==> config.mk <==
export PLATFORM = sky130hd
export DESIGN_NAME = uart_tx_frame
export DESIGN_NICKNAME = d
export VERILOG_FILES = /design/src/rtl/uart_tx_frame.sv
export SDC_FILE = /design/constraint.sdc
export NUM_CORES = 1
export LEC_CHECK = 0
export ABC_AREA = 1
export BUFFER_PORTS_ARGS = -buffer_cell sky130_fd_sc_hd__buf_2
export CAP_MARGIN = 20
export CORE_MARGIN = 2
export CORE_UTILIZATION = 48
export DETAILED_ROUTE_END_ITERATION = 10
export HOLD_SLACK_MARGIN = 0.1
export PLACE_DENSITY = 0.66
export RECOVER_POWER = 100
export SYNTH_ARGS = -nofsm -noshare
export SYNTH_HDL_FRONTEND = slang
export SYNTH_SLANG_ARGS = --single-unit
==> constraint.sdc <==
create_clock -name clk -period 2.6 [get_ports clk]
set_input_delay 0.13 -clock clk [delete_from_list [all_inputs] [get_ports clk]]
set_output_delay 0.13 -clock clk [all_outputs]
set_load 0.005 [all_outputs]
==> src/rtl/uart_tx_frame.sv <==
// Parametrised UART transmitter: start bit, DATA_BITS LSB first, optional parity,
// STOP_BITS stop bits. A one-word holding register lets frames go out back to back.
module uart_tx_frame #(
    parameter int CLKS_PER_BIT = 5208,
    parameter int DATA_BITS    = 8,
    parameter int PARITY_EN    = 0,
    parameter int PARITY_ODD   = 0,
    parameter int STOP_BITS    = 1
) (
    input  logic                 clk,
    input  logic                 reset_n,
    input  logic [DATA_BITS-1:0] data_in,
    input  logic                 valid,
    output logic                 ready,
    output logic                 tx,
    output logic                 busy,
    output logic                 done
);

    if (CLKS_PER_BIT < 2 || DATA_BITS < 5 || DATA_BITS > 9 ||
        PARITY_EN < 0 || PARITY_EN > 1 || PARITY_ODD < 0 || PARITY_ODD > 1 ||
        STOP_BITS < 1 || STOP_BITS > 2) begin : g_param_check
        $error("uart_tx_frame: illegal parameter combination");
    end

    localparam int BAUD_W = $clog2(CLKS_PER_BIT);
    localparam int BIT_W  = $clog2(DATA_BITS);

    localparam logic [BAUD_W-1:0] BAUD_LAST = BAUD_W'(CLKS_PER_BIT - 1);
    localparam logic [BAUD_W-1:0] BAUD_PRE  = BAUD_W'(CLKS_PER_BIT - 2);
    localparam logic [BIT_W-1:0]  DATA_LAST = BIT_W'(DATA_BITS - 1);
    localparam logic [BIT_W-1:0]  STOP_LAST = BIT_W'(STOP_BITS - 1);

    typedef enum logic [2:0] {
        S_IDLE,
        S_START,
        S_DATA,
        S_PARITY,
        S_STOP
    } state_t;

    state_t                state;
    logic                  hold_full;
    logic [DATA_BITS-1:0]  hold_data;
    logic [DATA_BITS-1:0]  shift_reg;
    logic                  parity_bit;
    logic [BIT_W-1:0]      bit_cnt;
    logic [BAUD_W-1:0]     baud_cnt;

    logic accept;
    logic baud_tc;
    logic frame_end;
    logic load;

    assign ready     = ~hold_full;
    assign accept    = valid & ~hold_full;
    assign baud_tc   = (baud_cnt == BAUD_LAST);
    assign frame_end = (state == S_STOP) && (bit_cnt == STOP_LAST) && baud_tc;
    // The holding register drains either from idle or straight out of the last stop cycle.
    assign load      = hold_full && ((state == S_IDLE) || frame_end);

    // NOTE: sequential state uses non-blocking assignments so every flop sees pre-edge values.
    always_ff @(posedge clk or negedge reset_n) begin
        if (!reset_n) begin
            state     <= S_IDLE;
            hold_full <= 1'b0;
            bit_cnt   <= '0;
            baud_cnt  <= '0;
            tx        <= 1'b1;
            busy      <= 1'b0;
            done      <= 1'b0;
        end else begin
            done <= 1'b0;

            if (accept) begin
                hold_full <= 1'b1;
            end else if (load) begin
                hold_full <= 1'b0;
            end

            if (state != S_IDLE) begin
                baud_cnt <= baud_tc ? '0 : baud_cnt + 1'b1;
            end

            case (state)
                S_IDLE: begin
                    if (hold_full) begin
                        state    <= S_START;
                        tx       <= 1'b0;
                        busy     <= 1'b1;
                        baud_cnt <= '0;
                        bit_cnt  <= '0;
                    end
                end
                S_START: begin
                    if (baud_tc) begin
                        state <= S_DATA;
                        tx    <= shift_reg[0];
                    end
                end
                S_DATA: begin
                    if (baud_tc) begin
                        if (bit_cnt == DATA_LAST) begin
                            bit_cnt <= '0;
                            if (PARITY_EN != 0) begin
                                state <= S_PARITY;
                                tx    <= parity_bit;
                            end else begin
                                state <= S_STOP;
                                tx    <= 1'b1;
                            end
                        end else begin
                            bit_cnt <= bit_cnt + 1'b1;
                            tx      <= shift_reg[1];
                        end
                    end
                end
                S_PARITY: begin
                    if (baud_tc) begin
                        state <= S_STOP;
                        tx    <= 1'b1;
                    end
                end
                S_STOP: begin
                    // Raised one cycle early so the registered pulse lands on the final stop cycle.
                    if (bit_cnt == STOP_LAST && baud_cnt == BAUD_PRE) begin
                        done <= 1'b1;
                    end
                    if (baud_tc) begin
                        if (bit_cnt == STOP_LAST) begin
                            bit_cnt <= '0;
                            if (hold_full) begin
                                state <= S_START;
                                tx    <= 1'b0;
                            end else begin
                                state <= S_IDLE;
                                tx    <= 1'b1;
                                busy  <= 1'b0;
                            end
                        end else begin
                            bit_cnt <= bit_cnt + 1'b1;
                        end
                    end
                end
                default: begin
                    state <= S_IDLE;
                    tx    <= 1'b1;
                    busy  <= 1'b0;
                end
            endcase
        end
    end

    // NOTE: datapath registers carry no reset; they are only read after a load writes them.
    always_ff @(posedge clk) begin
        if (accept) begin
            hold_data <= data_in;
        end
        if (load) begin
            shift_reg  <= hold_data;
            parity_bit <= (^hold_data) ^ (PARITY_ODD != 0);
        end else if (state == S_DATA && baud_tc) begin
            shift_reg <= shift_reg >> 1;
        end
    end

endmodule
==> results by group, run 1 <==
Status
  – Status: complete, no violations

Synthesis
  – Syn avg cell area: 9.15 um2
  – Adder and majority gate portion of the synthesized area: 0.0304
  – Main combinational cell family by area after synthesis: simple AND/OR/NAND/NOR gates
  – Commonest cells in the netlist: 55 x nand2_1, 33 x inv_1, 22 x dfrtp_1
  – Synth top area cells: dfrtp_1 27%, edfxtp_1 23%, nand2_1 10%
  – Synth Area in Simple Gates: 0.261
  – Top_reg_cell synth: dfrtp_1
  – Post-synth EDFFs: 16
  – Synth Instances: 225
  – Seq/Total Area, Yosys: 0.513
  – Synth warn: 0
  – Top-count cell post-synth: nand2_1
  – Post-synthesis async set-or-reset flop share: 0.590
  – Mapped Nets: 241
  – Synth cell types: 30
  – Mapped Area: 0.00206 mm2
  – Synth top area share: 0.267
  – Post-synthesis compound-gate area fraction: 0.0930
  – Synth area leader: dfrtp_1
  – Area share of xor/xnor cells in the synthesized design: 0.0298
  – Mux cell area share after synthesis: 0
  – Register bit total from synthesis: 39

Drt
  – 1st-iter DRT viols: 95
  – Routed vias/inst: 5.03
  – 1st-pass router iterations: 4
  – DR vias: 1539
  – DRC: 0
  – Post-route ant nets: 0
  – Drt wl/cell: 12.2 um
  – Wirelength, routed: 3730 um

Clock network
  – Total CTS buffers: 5
  – Worst-path clk slew: 0.08 ns
  – TritonCTS clock tree: done
  – Later-pin clock latency in the skew report: 0.29 ns
  – Root Driver: clkbuf_8
  – Maximum buffer depth of the clock tree: 2
  – Sink Count: 39
  – CTS H-Tree Depth: 2
  – Post-CTS sizing: 0

Job
  – Max Cap Violations: 0

Final layout
  – Nets: 271
  – Register area: 0.00106 mm2
  – Ant. Diodes: 0
  – Synth-to-Final Area Change: 14.3%
  – Fillers: 376
  – Multi-input logic area: 798 um2
  – Fraction of layout instances using a drive strength above 1: 0.109
  – Largest register FFs: 13

GRT
  – Global route overflow: 0
  – Largest net degree at the start of global routing: 24
  – GRT Util Overall: 0.174
  – First-pass GRT wire length: 6600 um
  – Initial antenna violation count: 0
  – Number of global-route vias before repair: 1475

STA
  – Max-slew violation count: 0
  – Layout Skew: 0.00536 ns
  – Max transition margin: 0.164
  – Fin crit period: 2.19 ns
  – Peak Freq: 456 MHz
  – Setup violators final: 0
  – WHS: 0.465 ns
  – Tightest Pin Transition: 1.25 ns
  – Final period utilization: 0.844
  – RSZ-0062 raised after global routing: false
  – Endpoints failing hold: 0
  – TNS Setup: 0 ns

Setup path
  – Worst setup EP type: register
  – WP data required: 2.56 ns
  – CP Buf/Inv Count: 1
  – Crit path cell chain: ha_1 > nand3_2 > nor2_1 > nand2_4 > nand2_8 > nand3_4 > o21ai_0 > clkbuf_1
  – Slowest-stage cell, CP: dfrtp_1
  – Peak fanout along the critical path: 18
  – CP arrival: 2.16 ns
  – CP Launch Type: register
  – Largest delay share family, worst path: simple AND/OR/NAND/NOR gates
  – Crit path largest cell delay: 0.39 ns
  – Crit Path Class: register to register

Floorplanning
  – Core Rows: 23
  – Initial Utilization: 0.508
  – Die ar.: 0.00483 mm2
  – Die span in x: 69.5 um
  – Die height: 69.5 um
  – Core area: 0.00406 mm2
  – Boundary Pins: 15

Power and ir drop
  – Static leakage: 1.07 nW
  – Cell-internal power: 1.44 mW
  – Seq pwr share: 0.406
  – Sw Share: 0.355
  – NetSw: 0.793 mW
  – VDD IR max: 0.503 mV
  – Pwr Density: 949 mW/mm2
  – Clock power share: 0.268
  – Combinational share of power: 0.325

Placement
  – Routability congestion estimate: 0.846
  – Port Buf Inserts: 14
  – HPWL Detailed: 2600 um

Hold path
  – Hold WC Path Type: register to register
cells by family after synthesis:
kind of cell	count (synthesis)
AND/OR/NAND/NOR	110
buffers and inverters	36
XOR/XNOR	7
AO/OA/AOI/OAI	28
flip-flops	39
adder cells (fa/ha/maj)	5
worst reg2reg max path: cells and delay by family (launching register included):
family	cells	cell delay (ns)
fa+ha+maj	1	0.23
compound gates	1	0.24
flops	1	0.39
buf+inv	1	0.34
simple gates	5	0.68
layout by cell type, fill, tap and decap left out:
cell type	synthesis	routed
nand2_1	55	56
inv_1	33	33
dfrtp_1	22	22
nor2_1	17	20
edfxtp_1	16	16
nand3_1	15	15
o21ai_0	9	15
buf_2	0	13
dlygate4sd3_1	0	10
o22ai_1	7	7
xor2_1	6	6
nor3_1	5	5
nand4_1	5	5
ha_1	5	5
clkbuf_8	0	5
a21oi_1	2	3
nand3b_1	2	2
bufinv_16	0	2
clkbuf_1	0	2
nand3_2	1	1
nor2_2	3	1
nand2_4	2	1
nor2_4	2	1
nand2_8	1	1
clkinv_1	1	1
xnor2_1	1	1
nand3_4	1	1
nor4b_1	1	1
o221ai_1	1	1
o21a_1	1	1
a21boi_0	1	1
clkinvlp_4	0	1
dfstp_2	1	1
final timing paths:
check                          endpoint        start  cells past startpoint  slack [ns]
min in group asynchronous      state[1]      reset_n                      2        0.63
hold / removal                       tx           tx                      2        0.46
setup / recovery           shift_reg[2]  baud_cnt[1]                      8        0.41
max in group asynchronous   baud_cnt[5]      reset_n                      2        1.23
setup reg to reg           shift_reg[2]  baud_cnt[1]                      8        0.41
hold reg to reg                      tx           tx                      2        0.46
power groups by stage:
stage | combinational (mW) | clock (mW) | sequential, mW
finish | 0.727 | 0.600 | 0.908
global route | 0.830 | 0.636 | 0.927
CTS | 0.804 | 0.616 | 0.911
detailed placement | 0.785 | 0 | 0.923
global placement | 0.775 | 0 | 0.919
floorplan | 0.648 | 0 | 0.898
through the flow:
stage / area [um2] / power, mW / setup slack (ns) / std cells / utilization
6_report: 2350 / 2.23 / 0.406 / 306 / 0.580
3_5_place_dp: 2170 / 1.71 / 0.283 / 287 / 0.535
2_1_floorplan: 2060 / 1.55 / 0.636 / 225 / -
5_1_grt: 2350 / 2.39 / 0.202 / 306 / 0.580
4_1_cts: 2410 / 2.33 / 0.279 / 305 / 0.593
3_3_place_gp: 2170 / 1.69 / 0.373 / 287 / 0.535
area by class of cell:
class | count | area share
clock buffer | 5 | 0.0292
inverter | 34 | 0.0542
multi-input combinational | 150 | 0.339
clock inverter | 3 | 0.0287
tap | 50 | 0.0266
timing repair buffer | 25 | 0.0733
sequential | 39 | 0.449
what timing repair did:
action                     CTS  global route
hold endpoints to repair    31             0
hold buffers                10             0
buffers inserted             0             0
setup endpoints to repair    0             0
layer usage:
layer	global-route usage	vias up	wire, um	share of wire
met5	0	-	0	0
met4	0.0828	0	80	0.021
met3	0.0436	6	157	0.042
met2	0.255	34	1660	0.44
met1	0.241	697	1840	0.49
li1	-	802	-	-
(Power assumes the default switching activity.)
==> run 2, diff against run 1 <==
Clock period 2.6 ns to 2.21 ns, I/O delays scaled along.
==> results by group, run 2 (same netlist as run 1, synthesis figures left out) <==
Status
  – Status: complete, no violations

Drt
  – Drt wl/cell: 12.8 um (+4.6%)
  – 1st-iter DRT viols: 85 (-11%)
  – DR vias: 1562 (+1.5%)
  – 1st-pass router iterations: 4 (unchanged)
  – Post-route ant nets: 0 (unchanged)
  – Routed vias/inst: 5.09 (+1.2%)
  – DRC: 0 (unchanged)
  – Wirelength, routed: 3920 um (+5.0%)

GRT
  – Global route overflow: 0 (unchanged)
  – Initial antenna violation count: 0 (unchanged)
  – Largest net degree at the start of global routing: 24 (unchanged)
  – GRT Util Overall: 0.175 (+0.00138)
  – Number of global-route vias before repair: 1528 (+3.6%)
  – First-pass GRT wire length: 6710 um (+1.8%)

STA
  – WHS: 0.513 ns (+0.0486 ns)
  – Endpoints failing hold: 0 (unchanged)
  – Setup violators final: 0 (unchanged)
  – RSZ-0062 raised after global routing: false
  – Final period utilization: 0.859 (+0.0149)
  – Max transition margin: 0.181 (+0.0177)
  – Peak Freq: 527 MHz (+16%)
  – Layout Skew: 0.00947 ns (+0.00411 ns)
  – Setup ws final: 0.313 ns (-0.0939 ns)
  – Fin crit period: 1.90 ns (-0.296 ns)
  – Max-slew violation count: 0 (unchanged)
  – Tightest Pin Transition: 1.23 ns (-0.0266 ns)
  – TNS Setup: 0 ns (unchanged)

Power and ir drop
  – Pwr Density: 1120 mW/mm2 (+18%)
  – VDD IR max: 0.712 mV (+42%)
  – Static leakage: 1.08 nW (+0.53%)
  – Sw Share: 0.357 (+0.00202)
  – NetSw: 0.957 mW (+21%)
  – Design Power: 2.68 mW (+20%)
  – Clock power share: 0.263 (-0.005)
  – Combinational share of power: 0.336 (+0.011)
  – Cell-internal power: 1.72 mW (+20%)
  – Seq pwr share: 0.401 (-0.005)

Clock network
  – Sink Count: 39 (unchanged)
  – Root Driver: clkbuf_8
  – Post-CTS sizing: 0 (unchanged)
  – Setup repair bufs after CTS: 0 (unchanged)
  – Later-pin clock latency in the skew report: 0.29 ns (about the same)
  – CTS H-Tree Depth: 2 (unchanged)
  – TritonCTS clock tree: done
  – Maximum buffer depth of the clock tree: 2 (unchanged)
  – Total CTS buffers: 5 (unchanged)
  – Worst-path clk slew: 0.08 ns (about the same)

Final layout
  – Fraction of layout instances using a drive strength above 1: 0.117 (+0.00736)
  – Synth-to-Final Area Change: 15.8%
  – Nets: 272 (+0.37%)
  – Largest register FFs: 13 (unchanged)
  – Ant. Diodes: 0 (unchanged)
  – Fillers: 361 (-4.0%)
  – Commonest non-fill, non-tap cells in the layout: 56 x nand2_1, 33 x inv_1, 22 x dfrtp_1, 18 x nor2_1, 16 x edfxtp_1
  – Cell Count, Final, Fillers Out: 307 (+0.33%)
  – Commonest non-fill, non-tap cell in the layout: nand2_1

Floorplanning
  – Die height: 69.5 um (unchanged)
  – Die span in x: 69.5 um (unchanged)
  – Initial Utilization: 0.508 (unchanged)
  – Core area: 0.00406 mm2 (unchanged)
  – Boundary Pins: 15 (unchanged)
  – Core Rows: 23 (unchanged)
  – Die ar.: 0.00483 mm2 (unchanged)

Setup path
  – Slowest-stage cell, CP: dfrtp_1
  – Crit Path Class: register to register
  – Worst setup EP type: register
  – Worst path most repeated cell: nand2_1
  – Peak fanout along the critical path: 9 (-9)
  – Crit path largest cell delay: 0.44 ns (+0.05 ns)
  – Crit path cell chain: nor2_4 > nand2_1 > nor2_4 > clkinv_1 > nand4_1 > nand2_1 > nand2_1
  – CP Launch Type: register
  – WP data required: 2.44 ns (-0.12 ns)
  – CP arrival: 2.13 ns (-0.03 ns)

Placement
  – Routability congestion estimate: 0.844 (-0.28%)
  – Dpl ws: 0.378 ns (+0.0957 ns)
  – Placed Instances: 289 (+0.70%)
  – Port Buf Inserts: 14 (unchanged)
  – HPWL Detailed: 2740 um (+5.3%)

Job
  – Max Cap Violations: 0 (unchanged)

Hold path
  – Hold WC Path Type: register to register
[run 2: cell types whose count changed in the layout (fill, tap and decap cells not counted)]
cell	delta
nor2_2	+1
dfstp_1	+1
a21oi_4	+1
buf_2	-2
buf_4	+2
clkbuf_1	+1
nor2_1	-2
dfstp_2	-1
nor2_4	+1
a21oi_1	-1
[run 2: metrics by stage]
stage,util,instance area [um2]
2_1_floorplan,-,2060
3_3_place_gp,0.538,2180
3_5_place_dp,0.538,2180
4_1_cts,0.597,2420
5_1_grt,0.588,2380
6_report,0.588,2380
[run 2: power by group through the flow]
stage	Sequential (mW)	Combinational, mW	Clock [mW]
6_report	1.07	0.899	0.705
3_3_place_gp	1.08	0.931	0
3_5_place_dp	1.09	0.941	0
5_1_grt	1.10	1.03	0.749
4_1_cts	1.08	0.969	0.721
2_1_floorplan	1.06	0.762	0
[run 2: layer usage]
layer / GRT usage / vias to the layer above / wire, um
met5: 0 / - / 0
met4: 0.0763 / 0 / 90
met3: 0.0465 / 10 / 126
met2: 0.274 / 27 / 1830
met1: 0.230 / 726 / 1870
li1: - / 799 / -
[run 2: worst paths after layout]
kind,startpoint,endpoint,slack [ns],cells past startpoint
setup reg to reg,state[1],tx,0.31,7
min in group asynchronous,reset_n,baud_cnt[7],0.60,2
hold reg to reg,tx,tx,0.51,2
setup / recovery,state[1],tx,0.31,7
max in group asynchronous,reset_n,baud_cnt[1],0.88,2
hold / removal,tx,tx,0.51,2
[run 2: critical path: cells and delay by family (launching register included)]
kind / cells / cell delay [ns]
AND/OR/NAND/NOR: 6 / 1.10
flip-flops: 1 / 0.44
buffers and inverters: 1 / 0.30
[run 2: cell type report]
class | count | area [um2] | share of cell area
Clock inverter | 3 | 67.6 | 0.0283
Clock buffer | 5 | 68.8 | 0.0289
Multi-Input combinational cell | 150 | 820 | 0.344
Tap cell | 50 | 62.6 | 0.0262
Inverter | 34 | 128 | 0.0535
Timing Repair Buffer | 26 | 181 | 0.0761
Sequential cell | 39 | 1060 | 0.443
[run 2: repair_timing]
action,in CTS,in global routing
endpoints found under the setup margin,0,0
hold buffers,10,0
hold endpoints to repair,31,0
